==> config.mk <==
export PLATFORM = sky130hd
export DESIGN_NAME = sc_regshifter_seq_flat
export DESIGN_NICKNAME = d
export VERILOG_FILES = /design/src/rtl/sc_regshifter_seq_if.sv /design/src/rtl/sc_regshifter_seq.sv /design/src/flat_wrapper.sv
export SDC_FILE = /design/constraint.sdc
export NUM_CORES = 1
export LEC_CHECK = 0
export ABC_AREA = 1
export CORE_ASPECT_RATIO = 0.5
export CORE_UTILIZATION = 40
export CTS_BUF_LIST = sky130_fd_sc_hd__clkbuf_16
export DETAILED_ROUTE_END_ITERATION = 6
export MAX_ROUTING_LAYER = met4
export PLACE_DENSITY = 0.83
export SLEW_MARGIN = 20
export SYNTH_ARGS = -nofsm -noshare
export SYNTH_HDL_FRONTEND = slang
export SYNTH_SLANG_ARGS = --single-unit
export TNS_END_PERCENT = 100
==> constraint.sdc <==
create_clock -name SC_RegSHIFTERSEQ_CLOCK_50 -period 1.3 [get_ports SC_RegSHIFTERSEQ_CLOCK_50]
set_input_delay 0.26 -clock SC_RegSHIFTERSEQ_CLOCK_50 [delete_from_list [all_inputs] [get_ports SC_RegSHIFTERSEQ_CLOCK_50]]
set_output_delay 0.26 -clock SC_RegSHIFTERSEQ_CLOCK_50 [all_outputs]
set_load 0.01 [all_outputs]
==> src/rtl/sc_regshifter_seq_if.sv <==
// Handshake and data bus of the sequential multi-mode shift register.
// master: datapath control side; slave: the shifter itself.
interface sc_regshifter_seq_if #(
  parameter int unsigned DATAWIDTH_BUS               = 32,
  parameter int unsigned DATAWIDTH_REGSHIFTER_AMOUNT = 5,
  parameter int unsigned DATAWIDTH_REGSHIFTER_MODE   = 3
);
  logic                                   SC_RegSHIFTERSEQ_Load_InLow;
  logic                                   SC_RegSHIFTERSEQ_Start_InHigh;
  logic [DATAWIDTH_REGSHIFTER_MODE-1:0]   SC_RegSHIFTERSEQ_Mode_In;
  logic [DATAWIDTH_REGSHIFTER_AMOUNT-1:0] SC_RegSHIFTERSEQ_Amount_In;
  logic                                   SC_RegSHIFTERSEQ_SerialIn;
  logic [DATAWIDTH_BUS-1:0]               SC_RegSHIFTERSEQ_DataBUS_In;
  logic [DATAWIDTH_BUS-1:0]               SC_RegSHIFTERSEQ_DataBUS_Out;
  logic                                   SC_RegSHIFTERSEQ_Busy_OutHigh;
  logic                                   SC_RegSHIFTERSEQ_Done_OutHigh;
  logic                                   SC_RegSHIFTERSEQ_Carry_Out;
  logic                                   SC_RegSHIFTERSEQ_Zero_Out;

  modport master (
    output SC_RegSHIFTERSEQ_Load_InLow, SC_RegSHIFTERSEQ_Start_InHigh,
           SC_RegSHIFTERSEQ_Mode_In, SC_RegSHIFTERSEQ_Amount_In,
           SC_RegSHIFTERSEQ_SerialIn, SC_RegSHIFTERSEQ_DataBUS_In,
    input  SC_RegSHIFTERSEQ_DataBUS_Out, SC_RegSHIFTERSEQ_Busy_OutHigh,
           SC_RegSHIFTERSEQ_Done_OutHigh, SC_RegSHIFTERSEQ_Carry_Out,
           SC_RegSHIFTERSEQ_Zero_Out
  );

  modport slave (
    input  SC_RegSHIFTERSEQ_Load_InLow, SC_RegSHIFTERSEQ_Start_InHigh,
           SC_RegSHIFTERSEQ_Mode_In, SC_RegSHIFTERSEQ_Amount_In,
           SC_RegSHIFTERSEQ_SerialIn, SC_RegSHIFTERSEQ_DataBUS_In,
    output SC_RegSHIFTERSEQ_DataBUS_Out, SC_RegSHIFTERSEQ_Busy_OutHigh,
           SC_RegSHIFTERSEQ_Done_OutHigh, SC_RegSHIFTERSEQ_Carry_Out,
           SC_RegSHIFTERSEQ_Zero_Out
  );
endinterface

==> src/rtl/sc_regshifter_seq.sv <==
// Sequential multi-mode shift register: load a word, then shift it one bit
// position per clock for a programmable count, with a busy/done handshake.
// Optional carry/zero flags are built only when REGSHIFTERSEQ_FLAGS_EN is defined.
module sc_regshifter_seq #(
  parameter int unsigned DATAWIDTH_BUS               = 32,
  parameter int unsigned DATAWIDTH_REGSHIFTER_AMOUNT = 5,
  parameter int unsigned DATAWIDTH_REGSHIFTER_MODE   = 3
) (
  input  logic                SC_RegSHIFTERSEQ_CLOCK_50,
  input  logic                SC_RegSHIFTERSEQ_Reset_InHigh,
  sc_regshifter_seq_if.slave  bus_io
);
  localparam int unsigned W  = DATAWIDTH_BUS;
  localparam int unsigned AW = DATAWIDTH_REGSHIFTER_AMOUNT;
  localparam int unsigned MW = DATAWIDTH_REGSHIFTER_MODE;

  localparam logic [MW-1:0] ModeSll = MW'(0);
  localparam logic [MW-1:0] ModeSrl = MW'(1);
  localparam logic [MW-1:0] ModeSra = MW'(2);
  localparam logic [MW-1:0] ModeRol = MW'(3);
  localparam logic [MW-1:0] ModeRor = MW'(4);

  typedef enum logic [1:0] {StIdle, StShift, StDone} state_e;

  logic          clk, rst;
  logic          load_n, start, serial;
  logic [MW-1:0] mode_in;
  logic [AW-1:0] amount_in;
  logic [W-1:0]  data_in;

  assign clk       = SC_RegSHIFTERSEQ_CLOCK_50;
  assign rst       = SC_RegSHIFTERSEQ_Reset_InHigh;
  assign load_n    = bus_io.SC_RegSHIFTERSEQ_Load_InLow;
  assign start     = bus_io.SC_RegSHIFTERSEQ_Start_InHigh;
  assign serial    = bus_io.SC_RegSHIFTERSEQ_SerialIn;
  assign mode_in   = bus_io.SC_RegSHIFTERSEQ_Mode_In;
  assign amount_in = bus_io.SC_RegSHIFTERSEQ_Amount_In;
  assign data_in   = bus_io.SC_RegSHIFTERSEQ_DataBUS_In;

  state_e        state_q, state_d;
  logic [AW-1:0] cnt_q, cnt_d;
  logic [MW-1:0] mode_q, mode_d;
  logic [W-1:0]  data_q, data_d;
  logic [W-1:0]  shifted;
`ifdef REGSHIFTERSEQ_FLAGS_EN
  logic          carry_q, carry_d;
  logic          shift_out;
  logic          shift_valid;
`endif

  // One-position shift of the register according to the latched mode.
  always_comb begin
    shifted = data_q;
`ifdef REGSHIFTERSEQ_FLAGS_EN
    shift_out   = 1'b0;
    shift_valid = 1'b1;
`endif
    case (mode_q)
      ModeSll: shifted = {data_q[W-2:0], serial};
      ModeSrl: shifted = {serial, data_q[W-1:1]};
      ModeSra: shifted = {data_q[W-1], data_q[W-1:1]};
      ModeRol: shifted = {data_q[W-2:0], data_q[W-1]};
      ModeRor: shifted = {data_q[0], data_q[W-1:1]};
      default: shifted = data_q;
    endcase
`ifdef REGSHIFTERSEQ_FLAGS_EN
    case (mode_q)
      ModeSll, ModeRol:          shift_out = data_q[W-1];
      ModeSrl, ModeSra, ModeRor: shift_out = data_q[0];
      default:                   shift_valid = 1'b0;
    endcase
`endif
  end

  // Next-state and datapath update for the IDLE/SHIFT/DONE sequencer.
  always_comb begin
    state_d = state_q;
    cnt_d   = cnt_q;
    mode_d  = mode_q;
    data_d  = data_q;
`ifdef REGSHIFTERSEQ_FLAGS_EN
    carry_d = carry_q;
`endif
    unique case (state_q)
      StIdle: begin
        if (!load_n) begin
          data_d = data_in;
`ifdef REGSHIFTERSEQ_FLAGS_EN
          carry_d = 1'b0;
`endif
        end else if (start) begin
          if (amount_in == '0) begin
            state_d = StDone;
          end else begin
            mode_d  = mode_in;
            cnt_d   = amount_in;
            state_d = StShift;
          end
        end
      end
      StShift: begin
        data_d = shifted;
`ifdef REGSHIFTERSEQ_FLAGS_EN
        if (shift_valid) carry_d = shift_out;
`endif
        cnt_d = cnt_q - AW'(1);
        if (cnt_q == AW'(1)) state_d = StDone;
      end
      StDone:  state_d = StIdle;
      default: state_d = StIdle;
    endcase
  end

  // State and datapath registers; synchronous reset abandons any operation.
  always_ff @(posedge clk) begin
    if (rst) begin
      state_q <= StIdle;
      cnt_q   <= '0;
      mode_q  <= '0;
      data_q  <= '0;
`ifdef REGSHIFTERSEQ_FLAGS_EN
      carry_q <= 1'b0;
`endif
    end else begin
      state_q <= state_d;
      cnt_q   <= cnt_d;
      mode_q  <= mode_d;
      data_q  <= data_d;
`ifdef REGSHIFTERSEQ_FLAGS_EN
      carry_q <= carry_d;
`endif
    end
  end

  assign bus_io.SC_RegSHIFTERSEQ_DataBUS_Out  = data_q;
  assign bus_io.SC_RegSHIFTERSEQ_Busy_OutHigh = (state_q == StShift);
  assign bus_io.SC_RegSHIFTERSEQ_Done_OutHigh = (state_q == StDone);
`ifdef REGSHIFTERSEQ_FLAGS_EN
  assign bus_io.SC_RegSHIFTERSEQ_Carry_Out = carry_q;
  assign bus_io.SC_RegSHIFTERSEQ_Zero_Out  = (data_q == '0);
`else
  assign bus_io.SC_RegSHIFTERSEQ_Carry_Out = 1'b0;
  assign bus_io.SC_RegSHIFTERSEQ_Zero_Out  = 1'b0;
`endif
endmodule

==> src/flat_wrapper.sv <==
// flat-port wrapper written by rule: the top's interface ports become plain ports
module sc_regshifter_seq_flat 
#(
  parameter int unsigned DATAWIDTH_BUS               = 32,
  parameter int unsigned DATAWIDTH_REGSHIFTER_AMOUNT = 5,
  parameter int unsigned DATAWIDTH_REGSHIFTER_MODE   = 3
)
  (SC_RegSHIFTERSEQ_CLOCK_50, SC_RegSHIFTERSEQ_Reset_InHigh, bus_io_SC_RegSHIFTERSEQ_Load_InLow, bus_io_SC_RegSHIFTERSEQ_Start_InHigh, bus_io_SC_RegSHIFTERSEQ_Mode_In, bus_io_SC_RegSHIFTERSEQ_Amount_In, bus_io_SC_RegSHIFTERSEQ_SerialIn, bus_io_SC_RegSHIFTERSEQ_DataBUS_In, bus_io_SC_RegSHIFTERSEQ_DataBUS_Out, bus_io_SC_RegSHIFTERSEQ_Busy_OutHigh, bus_io_SC_RegSHIFTERSEQ_Done_OutHigh, bus_io_SC_RegSHIFTERSEQ_Carry_Out, bus_io_SC_RegSHIFTERSEQ_Zero_Out);
  sc_regshifter_seq_if #(.DATAWIDTH_BUS(DATAWIDTH_BUS), .DATAWIDTH_REGSHIFTER_AMOUNT(DATAWIDTH_REGSHIFTER_AMOUNT), .DATAWIDTH_REGSHIFTER_MODE(DATAWIDTH_REGSHIFTER_MODE)) bus_io_i ();
  input  logic SC_RegSHIFTERSEQ_CLOCK_50;
  input  logic SC_RegSHIFTERSEQ_Reset_InHigh;
  input wire logic [$bits(bus_io_i.SC_RegSHIFTERSEQ_Load_InLow)-1:0] bus_io_SC_RegSHIFTERSEQ_Load_InLow;
  input wire logic [$bits(bus_io_i.SC_RegSHIFTERSEQ_Start_InHigh)-1:0] bus_io_SC_RegSHIFTERSEQ_Start_InHigh;
  input wire logic [$bits(bus_io_i.SC_RegSHIFTERSEQ_Mode_In)-1:0] bus_io_SC_RegSHIFTERSEQ_Mode_In;
  input wire logic [$bits(bus_io_i.SC_RegSHIFTERSEQ_Amount_In)-1:0] bus_io_SC_RegSHIFTERSEQ_Amount_In;
  input wire logic [$bits(bus_io_i.SC_RegSHIFTERSEQ_SerialIn)-1:0] bus_io_SC_RegSHIFTERSEQ_SerialIn;
  input wire logic [$bits(bus_io_i.SC_RegSHIFTERSEQ_DataBUS_In)-1:0] bus_io_SC_RegSHIFTERSEQ_DataBUS_In;
  output wire logic [$bits(bus_io_i.SC_RegSHIFTERSEQ_DataBUS_Out)-1:0] bus_io_SC_RegSHIFTERSEQ_DataBUS_Out;
  output wire logic [$bits(bus_io_i.SC_RegSHIFTERSEQ_Busy_OutHigh)-1:0] bus_io_SC_RegSHIFTERSEQ_Busy_OutHigh;
  output wire logic [$bits(bus_io_i.SC_RegSHIFTERSEQ_Done_OutHigh)-1:0] bus_io_SC_RegSHIFTERSEQ_Done_OutHigh;
  output wire logic [$bits(bus_io_i.SC_RegSHIFTERSEQ_Carry_Out)-1:0] bus_io_SC_RegSHIFTERSEQ_Carry_Out;
  output wire logic [$bits(bus_io_i.SC_RegSHIFTERSEQ_Zero_Out)-1:0] bus_io_SC_RegSHIFTERSEQ_Zero_Out;
  assign bus_io_i.SC_RegSHIFTERSEQ_Load_InLow = bus_io_SC_RegSHIFTERSEQ_Load_InLow;
  assign bus_io_i.SC_RegSHIFTERSEQ_Start_InHigh = bus_io_SC_RegSHIFTERSEQ_Start_InHigh;
  assign bus_io_i.SC_RegSHIFTERSEQ_Mode_In = bus_io_SC_RegSHIFTERSEQ_Mode_In;
  assign bus_io_i.SC_RegSHIFTERSEQ_Amount_In = bus_io_SC_RegSHIFTERSEQ_Amount_In;
  assign bus_io_i.SC_RegSHIFTERSEQ_SerialIn = bus_io_SC_RegSHIFTERSEQ_SerialIn;
  assign bus_io_i.SC_RegSHIFTERSEQ_DataBUS_In = bus_io_SC_RegSHIFTERSEQ_DataBUS_In;
  assign bus_io_SC_RegSHIFTERSEQ_DataBUS_Out = bus_io_i.SC_RegSHIFTERSEQ_DataBUS_Out;
  assign bus_io_SC_RegSHIFTERSEQ_Busy_OutHigh = bus_io_i.SC_RegSHIFTERSEQ_Busy_OutHigh;
  assign bus_io_SC_RegSHIFTERSEQ_Done_OutHigh = bus_io_i.SC_RegSHIFTERSEQ_Done_OutHigh;
  assign bus_io_SC_RegSHIFTERSEQ_Carry_Out = bus_io_i.SC_RegSHIFTERSEQ_Carry_Out;
  assign bus_io_SC_RegSHIFTERSEQ_Zero_Out = bus_io_i.SC_RegSHIFTERSEQ_Zero_Out;
  sc_regshifter_seq #(.DATAWIDTH_BUS(DATAWIDTH_BUS), .DATAWIDTH_REGSHIFTER_AMOUNT(DATAWIDTH_REGSHIFTER_AMOUNT), .DATAWIDTH_REGSHIFTER_MODE(DATAWIDTH_REGSHIFTER_MODE)) u_core (.SC_RegSHIFTERSEQ_CLOCK_50(SC_RegSHIFTERSEQ_CLOCK_50), .SC_RegSHIFTERSEQ_Reset_InHigh(SC_RegSHIFTERSEQ_Reset_InHigh), .bus_io(bus_io_i));
endmodule
======== Word-level counts from Yosys, hierarchy flattened ========
Index checks and enable logic that the tools add are counted.
storage, ports and cells
  output and inout port bits .............. 36
  bits in registers ....................... 42
  word-level logic and storage cells ...... 43
  bits of input ports ..................... 45
operators by class
  bitwise logic cells ..................... 1
  mux-type cells .......................... 12
  reductions and logical operators ........ 9
  add/subtract/negate cells ............... 1
  equal/unequal tests ..................... 15
operators by type and width
  cell                                                                      number
  32-bit case mux with 5 select lines                                       1
  32-bit case mux with 2 select lines                                       1
  32-bit two-way mux                                                        1
  5-bit two-way mux                                                         3
  4-bit AND reduction                                                       3
  2-bit inequality test (second input constant)                             5
  5-bit case mux with 2 select lines                                        1
  2-bit two-way mux                                                         4
  3-bit by 2-bit equality test with 1-bit output (second input constant)    2
  6-bit by 1-bit inequality test with 1-bit output (second input constant)  1
  3-bit AND reduction                                                       2
  5-bit by 1-bit equality test with 1-bit output (second input constant)    1
  5-bit logical NOT                                                         1
  5-bit by 1-bit inequality test with 1-bit output (second input constant)  1
  5-bit by 1-bit subtractor with 5-bit output (second input constant)       1
  2-bit case mux with 2 select lines                                        1
  3-bit by 1-bit equality test with 1-bit output (second input constant)    1
  3-bit equality test (second input constant)                               1
  3-bit logical NOT                                                         1
  2-bit by 1-bit equality test with 1-bit output (second input constant)    1
  2-bit equality test (second input constant)                               1
  2-bit logical NOT                                                         1
  2-bit by 1-bit inequality test with 1-bit output (second input constant)  1
  2-bit nonzero test                                                        1
  1-bit inverter                                                            1

======== Longest topological paths before layout ========
  depth after elaboration ................. 5
  mapped depth ............................ 9
  gate-level depth less buffers ........... 8

======== Least setup slack after synthesis ========
Ideal clock, no wire load.
  path kind ............................... reg-to-reg
  start point ............................. reg u_core.state_q[0]
  end point ............................... reg u_core.data_q[4] (netlist: u_core.bus_io.SC_RegSHIFTERSEQ_DataBUS_Out[4])
  data arrival time ....................... 1,221 ps
  setup slack ............................. -53 ps
  stages on the path, launching flop included .. 9
  required time ........................... 1,168 ps
  library setup time ...................... 132 ps
  period minus slack after synthesis ...... 1,353 ps
  path buffers ............................ 1
  path through ............................ dfxtp_1 inv_1 nor2_2 nand2_1 o21ai_4 buf_4 nor2_1 nand2_1 a21oi_1
between the ends
  word-level cells in the longest chain between the ends .. 3
  elaborated cells between the ends (all ways) .. 7
  classes of those cells .................. 3 x eq/ne; 1 x mux; 3 x reduce/logical
ends and longest elaborated chain
  item                                                                                        line                      text
  start: declaration                                                                          sc_regshifter_seq.sv:40   state_e state_q, state_d;
  start signal: assignment                                                                    sc_regshifter_seq.sv:117  state_q <= StIdle;
  start signal: assignment                                                                    sc_regshifter_seq.sv:125  state_q <= state_d;
  2-bit by 1-bit equality test with 1-bit output / 2-bit logical NOT (equally long branches)  sc_regshifter_seq.sv:84   unique case (state_q)
  6-bit by 1-bit inequality test with 1-bit output (no line), or another cell as far along    -
  3-bit AND reduction (no line)                                                               -
  end signal: assignment                                                                      sc_regshifter_seq.sv:128  data_q <= data_d;
  end: declaration                                                                            sc_regshifter_seq.sv:43   logic [W-1:0] data_q, data_d;
Parallel ways exist; a longest one is shown, timed or not.
A chain may end at the register's enable or synchronous reset.

======== Final worst setup path ========
  start point ............................. reg u_core.state_q[0]
  end point ............................... reg u_core.data_q[22] (netlist: u_core.bus_io.SC_RegSHIFTERSEQ_DataBUS_Out[22])
The elaborated chain is that of the path after synthesis.

==> run_results.csv <==
group,metric,value,unit
grt,antenna_found_initial,0,
grt,overflow,0,
route,routedWlPerCell,13.32,um
logic_synthesis,ys_ff_latch,42,
logic_synthesis,synth_seq_area_share,32.88,%
route,routed_wl,8.499,mm
die,fp.dieArea,0.006737,sq mm
sta,slew_violations,0,
placement,dp.cells,618,
logic_synthesis,syn_avg_cell_area,5.975,sq um
die,ios,81,
logic_synthesis,netlist_area,0.002557,sq mm
sta,fin_crit,1454,ps
route,drtPass1Iterations,5,
layout,fin_cells,638,
placement,hpwl,5.056,mm
sta,setup_viol,40,
sta,post-route-period-util,111.9,%
clocking,cts_tree,"done",
worst_setup_path,crit_type,"register to register",
logic_synthesis,synth_top_area_cell,"dfxtp_1",
route,drt_iter0_markers,216,
logic_synthesis,yosysUniqueCellTypes,22,
clocking,htreeDepth,2,
worst_setup_path,required,1470,ps
clocking,clock-sinks,42,
logic_synthesis,yosys-top-cells-area,"dfxtp_1, nand2_1, nand3_1, nor2_1, a21oi_1",
die,floorplan.die.height,58.54,um
route,vias,3289,
layout,antennaDiodeCount,0,
grt,grt_max_degree,39,
logic_synthesis,synth_top_area_share,32.88,%
route,drc_errors,0,
logic_synthesis,yosys_warnings,0,
sta,hold_viol_final,0,
placement,post-place-ws,-282.8,ps
logic_synthesis,synthCells,428,
pwr,peakVddDrop,0.0005510,V
job,max_cap_violations,0,
worst_setup_path,setup.worst_path.start_class,"register",
die,start_util,41.71,%
layout,drive_above_1_share,21.09,%
grt,grt_pass1_wl,12.86,mm
placement,gp_congestion,0.8548,
worst_hold_path,hp-class,"register to register",
pwr,leakage,1.835,nW
sta,rsz0062_at_grt,"true",
grt,grt_usage,25.15,%
outcome,status,"finished with violations",
outcome,violations,"negative setup slack",
die,core_area,0.006131,sq mm
layout,area_growth,62.43,%
die,fp.dieW,115.1,um
layout,final_nets,597,
sta,max_freq,687.7,MHz
clocking,clockRootBuffer,"clkbuf_16",
placement,numPortBuffers,78,
route,avgViaCountPerCell,5.155,
clocking,insertion_delay,280,ps
pwr,power_density,1025,mW/mm^2
clocking,numCtsBuffers,5,
worst_setup_path,critPathMaxFanout,11,
clocking,clk_pin_slew_worst_paths,60,ps
route,ant_nets,0,
die,rows,20,
clocking,cts_buffer_depth,2,
grt,grt_pass1_vias,2880,
sta,finalClockSkew,4.180,ps
worst_setup_path,end_kind,"register",
sta,worst_slack,-154.2,ps
worst_setup_path,arrival,1620,ps
## per-layer routing
layer / vias to the layer above / track usage [%] / wire [um]
met1: 1514 / 31.30 / 3665
met4: 0 / 7.792 / 131
li1: 1622 / - / -
met3: 17 / 5.149 / 568
met2: 136 / 41.57 / 4133
met5: - / - / 0
## repair_timing
item,4_1_cts,5_1_grt
pin swaps,12,5
setup buffers,7,2
resized for setup,72,34
cloned,3,2
endpoints found under the setup margin,72,41
hold buffers,0,0
## power by group
group	total (mW)	switching (mW)	internal (mW)	leakage (nW)
sequential	1.50	0.0858	1.41	0.349
clock	1.18	0.495	0.687	0.0723
combinational	1.57	0.803	0.772	1.41
## area by class of cell
| cell class | count | area, sq um |
|---|---|---|
| clock buffer | 5 | 125.1 |
| clock inverter | 2 | 7.507 |
| fill | 512 | 1977 |
| inverter | 21 | 85.08 |
| multi-input combinational | 337 | 1605 |
| sequential | 42 | 848.3 |
| tap | 88 | 110.1 |
| timing repair buffer | 143 | 1373 |
## worst max-delay path, stage by stage (launching register included)
cell       delay (ps)
dfxtp_2           340
inv_2              60
nor2_4            170
nand2_2           100
o21ai_4           180
buf_4             180
clkbuf_16         160
nor2_1             40
nand2_1            60
a21oi_1            60
## kinds of logic after synthesis
group                      Yosys count  synth area share (%)
and+or+nand+nor                    278                 45.01
AOI/OAI and AO/OA                   54                 11.06
buffers and inverters               50                 9.589
DFF                                 42                 32.88
adders and majority gates            2                0.9783
xor gates and xnor gates             1                0.3425
other                                1                0.1466
## sequential cells by signal, summed over array words and instances (netlist names)
register,cells
u_core.mode_q,3
u_core.cnt_q,5
u_core.bus_io.SC_RegSHIFTERSEQ_DataBUS_Out,32
u_core.state_q,2
## synth_stat cells
| master | count |
|---|---|
| nand4_1 | 3 |
| nor3_1 | 1 |
| buf_2 | 10 |
| nor2_1 | 77 |
| buf_6 | 4 |
| nand3_2 | 1 |
| o21ai_4 | 1 |
| buf_1 | 2 |
| inv_2 | 1 |
| nor2_2 | 1 |
| a31oi_1 | 1 |
| nand3_1 | 72 |
| conb_1 | 1 |
| xor2_1 | 1 |
| ha_1 | 2 |
| inv_1 | 20 |
| o21ai_0 | 11 |
| nand2_1 | 123 |
| dfxtp_1 | 42 |
| buf_4 | 4 |
| a21oi_1 | 41 |
| clkbuf_1 | 9 |
## worst paths after layout
path,startpoint,endpoint,slack [ps],cells past startpoint
worst min-delay path,u_core.cnt_q[4]$_SDFFE_PP0P_,u_core.cnt_q[4]$_SDFFE_PP0P_,460,2
worst max register to register,u_core.state_q[0]$_SDFFE_PP0P_,u_core.bus_io.SC_RegSHIFTERSEQ_DataBUS_Out[22]$_SDFFE_PP0P_,-150,9
worst min register to register,u_core.cnt_q[4]$_SDFFE_PP0P_,u_core.cnt_q[4]$_SDFFE_PP0P_,460,2
worst max-delay path,u_core.state_q[0]$_SDFFE_PP0P_,u_core.bus_io.SC_RegSHIFTERSEQ_DataBUS_Out[22]$_SDFFE_PP0P_,-150,9
## metrics by stage
stage          setup TNS (ps)  power [mW]  hold slack (ps)  instance area [sq um]  util [%]
2_1_floorplan               0       2.250            417.0                   2581         -
3_3_place_gp            -9244       2.859            453.0                   3724     60.73
3_5_place_dp           -10050       2.879            456.4                   3724     60.73
4_1_cts                 -2706       4.126            463.7                   4008     65.37
5_1_grt                 -7016       4.487            477.4                   4154     67.76
6_report                -4493       4.256            461.2                   4154     67.76
## cell usage in the layout (no fill, tap or decap), types with 3 or more instances in the layout
cell	n
dfxtp_2	6
nor2_1	66
buf_6	8
clkbuf_16	7
a21oi_1	39
buf_12	5
nand4_1	3
inv_2	3
clkdlybuf4s50_1	43
dlygate4sd2_1	33
nand2_1	116
inv_1	18
buf_4	48
nand3_1	72
o21ai_2	7
o21ai_0	3
nor2_2	10
nand2_2	5
dfxtp_1	36
Note: power is estimated with default switching activity, not from simulation.
